==> src/rtl/reg_file_8x16_if.sv <==
// Bus bundle for the 8x16 register file: write port, two operand read ports,
// debug read port and the accepted-write counter.
interface reg_file_8x16_if #(
    parameter int DATA_W = 16,
    parameter int ADDR_W = 3
);
    logic              we;
    logic [ADDR_W-1:0] wr_addr;
    logic [DATA_W-1:0] wr_data;
    logic [ADDR_W-1:0] rd_addr_a;
    logic [ADDR_W-1:0] rd_addr_b;
    logic [DATA_W-1:0] rd_data_a;
    logic [DATA_W-1:0] rd_data_b;
    logic [ADDR_W-1:0] dbg_addr;
    logic [DATA_W-1:0] dbg_data;
    logic [7:0]        wr_count;

    modport master (
        output we, wr_addr, wr_data, rd_addr_a, rd_addr_b, dbg_addr,
        input  rd_data_a, rd_data_b, dbg_data, wr_count
    );

    modport slave (
        input  we, wr_addr, wr_data, rd_addr_a, rd_addr_b, dbg_addr,
        output rd_data_a, rd_data_b, dbg_data, wr_count
    );
endinterface

==> src/rtl/reg_file_8x16.sv <==
// Eight-entry register file with R0 hardwired to zero, two combinational read
// ports with optional same-cycle write forwarding, and an unbypassed debug port.
module reg_file_8x16 #(
    parameter int DATA_W = 16,
    parameter int ADDR_W = 3,
    parameter int BYPASS = 1
) (
    input logic            clk,
    input logic            rst,
    reg_file_8x16_if.slave bus
);
    localparam int DEPTH = 1 << ADDR_W;

    logic [DATA_W-1:0] r_regs [0:DEPTH-1];
    logic [7:0]        r_wr_count;

    logic              w_wr_accept;
    logic              w_byp_a;
    logic              w_byp_b;

    assign w_wr_accept = bus.we && (bus.wr_addr != '0);

    // Plain flop array: the async clear rules out RAM inference.
    always_ff @(posedge clk or posedge rst) begin
        if (rst) begin
            for (int i = 0; i < DEPTH; i++) begin
                r_regs[i] <= '0;
            end
            r_wr_count <= '0;
        end else if (w_wr_accept) begin
            r_regs[bus.wr_addr] <= bus.wr_data;
            r_wr_count          <= r_wr_count + 8'd1;
        end
    end

    // Forwarding is suppressed during reset so every read is zero while rst=1.
    assign w_byp_a = (BYPASS != 0) && !rst && w_wr_accept && (bus.rd_addr_a == bus.wr_addr);
    assign w_byp_b = (BYPASS != 0) && !rst && w_wr_accept && (bus.rd_addr_b == bus.wr_addr);

    assign bus.rd_data_a = (bus.rd_addr_a == '0) ? '0 :
                           w_byp_a               ? bus.wr_data :
                                                   r_regs[bus.rd_addr_a];

    assign bus.rd_data_b = (bus.rd_addr_b == '0) ? '0 :
                           w_byp_b               ? bus.wr_data :
                                                   r_regs[bus.rd_addr_b];

    assign bus.dbg_data  = (bus.dbg_addr == '0) ? '0 : r_regs[bus.dbg_addr];
    assign bus.wr_count  = r_wr_count;
endmodule

==> src/flat_wrapper.sv <==
// flat-port wrapper written by rule: the top's interface ports become plain ports
module reg_file_8x16_flat 
#(
    parameter int DATA_W = 16,
    parameter int ADDR_W = 3,
    parameter int BYPASS = 1
)
  (clk, rst, bus_we, bus_wr_addr, bus_wr_data, bus_rd_addr_a, bus_rd_addr_b, bus_dbg_addr, bus_rd_data_a, bus_rd_data_b, bus_dbg_data, bus_wr_count);
  reg_file_8x16_if #(.DATA_W(DATA_W), .ADDR_W(ADDR_W)) bus_i ();
  input logic clk;
  input logic rst;
  input wire logic [$bits(bus_i.we)-1:0] bus_we;
  input wire logic [$bits(bus_i.wr_addr)-1:0] bus_wr_addr;
  input wire logic [$bits(bus_i.wr_data)-1:0] bus_wr_data;
  input wire logic [$bits(bus_i.rd_addr_a)-1:0] bus_rd_addr_a;
  input wire logic [$bits(bus_i.rd_addr_b)-1:0] bus_rd_addr_b;
  input wire logic [$bits(bus_i.dbg_addr)-1:0] bus_dbg_addr;
  output wire logic [$bits(bus_i.rd_data_a)-1:0] bus_rd_data_a;
  output wire logic [$bits(bus_i.rd_data_b)-1:0] bus_rd_data_b;
  output wire logic [$bits(bus_i.dbg_data)-1:0] bus_dbg_data;
  output wire logic [$bits(bus_i.wr_count)-1:0] bus_wr_count;
  assign bus_i.we = bus_we;
  assign bus_i.wr_addr = bus_wr_addr;
  assign bus_i.wr_data = bus_wr_data;
  assign bus_i.rd_addr_a = bus_rd_addr_a;
  assign bus_i.rd_addr_b = bus_rd_addr_b;
  assign bus_i.dbg_addr = bus_dbg_addr;
  assign bus_rd_data_a = bus_i.rd_data_a;
  assign bus_rd_data_b = bus_i.rd_data_b;
  assign bus_dbg_data = bus_i.dbg_data;
  assign bus_wr_count = bus_i.wr_count;
  reg_file_8x16 #(.DATA_W(DATA_W), .ADDR_W(ADDR_W), .BYPASS(BYPASS)) u_core (.clk(clk), .rst(rst), .bus(bus_i));
endmodule
==> config.mk <==
export PLATFORM = sky130hd
export DESIGN_NAME = reg_file_8x16_flat
export DESIGN_NICKNAME = d
export VERILOG_FILES = /design/src/rtl/reg_file_8x16_if.sv /design/src/rtl/reg_file_8x16.sv /design/src/flat_wrapper.sv
export SDC_FILE = /design/constraint.sdc
export NUM_CORES = 1
export LEC_CHECK = 0
export CAP_MARGIN = 0
export CORE_ASPECT_RATIO = 1.75
export CORE_MARGIN = 1
export CORE_UTILIZATION = 45
export DETAILED_ROUTE_END_ITERATION = 7
export PLACE_DENSITY = 0.78
export SETUP_SLACK_MARGIN = 0.3
export SLEW_MARGIN = 10
export SYNTH_ARGS = -nofsm -noshare
export SYNTH_HDL_FRONTEND = slang
export SYNTH_SLANG_ARGS = --single-unit
==> constraint.sdc <==
create_clock -name clk -period 5.26 [get_ports clk]
set_input_delay 1.578 -clock clk [delete_from_list [all_inputs] [get_ports clk]]
set_output_delay 1.578 -clock clk [all_outputs]
set_load 0.02 [all_outputs]
==> impl_metrics.tcl <==
set metrics [dict create \
    clock-root-buffer "clkbuf_16" \
    coreArea_mm2 0.01866 \
    synth_warnings 0 \
    ys_seq_area_share_pct 39.51 \
    max_freq_mhz 201.3 \
    peakVddDrop_mv 0.1887 \
    cts.htree.levels 4 \
    worst_slew_pin_slew_ns 0.8410 \
    post-place-ws_ns -0.3232 \
    ys_top_cells_by_area "dfrtp_1, mux2_2, mux4_2" \
    setup_viol 0 \
    die_width_um 106.6 \
    r2r_end "u_core.bus.wr_count[7]" \
    status "finished clean" \
    rows 66 \
    min_from "u_core.r_regs[122]" \
    grt_overflow 0 \
    period_needed_ns 4.968 \
    power_density_mw_per_mm2 379.3 \
    syn_nets 677 \
    place_congestion 0.8838 \
    fin_ws_ns 0.2921 \
    cts_buffers 17 \
    grt_first_pass_wirelength_um 40440 \
    placed_area_mm2 0.01019 \
    diodes 0 \
    synthArstFlopShare_pct 100.0 \
    post-route-period-util_pct 94.45 \
    grt_usage_pct 27.73 \
    r2r_start "u_core.bus.wr_count[0]" \
    cp-start-kind "input pin" \
    r2r_slack_ns 4.16 \
    multiInputGateArea_mm2 0.004832 \
    clk_pin_slew_worst_paths_ns 0.06 \
    seqCellArea_mm2 0.003403 \
    worstSkewPairLatency_ns 0.42 \
    post_drt_via_cell_ratio 6.729 \
    die_h_um 185.0 \
    antenna_left 0 \
    synth_seq_cells 136 \
    reg2reg_depth 4 \
    antenna_found_initial 0 \
    wl_um 26510 \
    fin_util_pct 58.64 \
    min_path_type "reg -> reg" \
    drc 0 \
    io_buffers 86 \
    hold_path_end "u_core.r_regs[122]" \
    drv_slew 0 \
    yosysUniqueCellTypes 32 \
    ios 87 \
    wl_per_cell_um 26.43 \
    finalHoldViolations 0 \
    cts_buffer_depth 2 \
    synth_top_area_share_pct 39.51 \
    cp-end-kind "primary output" \
    via_count 6749 \
    fillers 1456 \
    critPathMaxFanout 11 \
    synth_area_mm2 0.008615 \
    synth_ff_type "dfrtp_1" \
    rsz0062_at_grt "true" \
    dr.pass1.iters 5 \
    area_growth_pct 27.04 \
    power_uw 4151 \
    synthTopCellsByCount "mux2_2, dfrtp_1, mux4_2" \
    dp_hpwl_um 17640 \
    p_leak_uw 0.004629 \
    clock_sinks 136 \
    final_area_mm2 0.01094 \
    maxCapViolCount 0 \
    drt_iter0_markers 608 \
    avgSynthCellArea_um2 13.36 \
    holdBufCountCts 0 \
    start_util_pct 46.16 \
    relSlewSlack_pct 43.77 \
    cp_data_required_time_ns 3.68 \
    final_nets 784 \
    drive_gt1_share_pct 49.67 \
    cts_tree "built" \
    critPathKind "in -> out" \
    yosysMostFrequentCell "mux2_2" \
    die_area_mm2 0.01972 \
    synth_top_cell_by_area "dfrtp_1" \
    skew_ns 0.001517 \
    grt_pass1_vias 7170 \
    synth_edf_count 0 \
    syn_inst 645 \
    min_path_cells 0 \
    grt_max_degree 64 \
    crit_arrival_ns 3.39 \
    hold_slack_ns 0.3974 \
]
cell families after synthesis:
| group | count (synthesis) | share of synthesized area [%] |
|---|---|---|
| AO/OA/AOI/OAI | 66 | 4.837 |
| multiplexers | 240 | 42.31 |
| flip-flops | 136 | 39.51 |
| AND/OR/NAND/NOR | 93 | 6.231 |
| buffers and inverters | 96 | 5.650 |
| adder cells (fa/ha/maj) | 1 | 0.1452 |
| XOR/XNOR | 13 | 1.322 |
metal layers:
| layer | global-route usage, % | share of wire, % |
|---|---|---|
| met1 | 29.61 | 33 |
| met3 | 5.524 | 7.7 |
| met5 | 0 | 0 |
| met2 | 48.15 | 52 |
| met4 | 20.27 | 6.6 |
final cells by class:
class / instances / area share (%)
multi-input combinational: 413 / 44.15
sequential: 136 / 31.10
clock inverter: 13 / 1.966
tap: 238 / 2.721
clock buffer: 19 / 3.956
inverter: 16 / 0.5831
timing repair buffer: 168 / 15.53
what timing repair did:
item                       CTS  global route
pin swaps                    1             2
buffers inserted             0             7
setup endpoints to repair   48            36
gates cloned                 0             1
gates resized for setup     56            61
state kept, by name, indices dropped and copies added, names as in the netlist:
name and count:
u_core.r_regs 128, u_core.bus.wr_count 8
cells in the final DEF (no fill, tap or decap), drive strengths merged, types with 27 or more instances in the layout:
cell type        n
nor4            32
mux2           160
nor3            35
dlygate4sd2     27
buf             85
clkdlybuf4s50   27
clkbuf          35
a21oi           47
mux4            80
dfrtp          136
metrics by stage:
stage	TNS [ns]	instances
after floorplan	0	645
after global placement	-4.177	963
after detailed placement	-6.013	963
after CTS	0	995
after global routing	0	1003
final	0	1003
worst max-delay path: stages:
cell           delay [ns]
dlygate4sd2_1        0.32
o31ai_4              0.39
buf_4                0.28
buf_12               0.16
nor4_1               0.06
nor3_1               0.23
dlygate4sd2_1        0.37
power breakdown:
part / leakage, uW / switching, uW / total [uW] / internal, uW
Combinational: 0.00265 / 582 / 1310 / 730
Sequential: 0.00167 / 242 / 1500 / 1260
Clock: 0.000313 / 486 / 1330 / 848
Total: 0.00463 / 1310 / 4150 / 2840
worst max-delay path by stage:
stage | start | endpoint | cells past startpoint
finish | bus_wr_addr[1] | bus_rd_data_b[8] | 7
global route | bus_wr_addr[1] | bus_rd_data_b[8] | 7
CTS | bus_dbg_addr[1] | bus_dbg_data[9] | 6
detailed placement | bus_rd_addr_a[1] | bus_rd_data_a[5] | 6
global placement | bus_rd_addr_a[1] | bus_rd_data_a[10] | 6
floorplan | bus_wr_addr[1] | bus_rd_data_a[11] | 7
(Power assumes the default switching activity.)
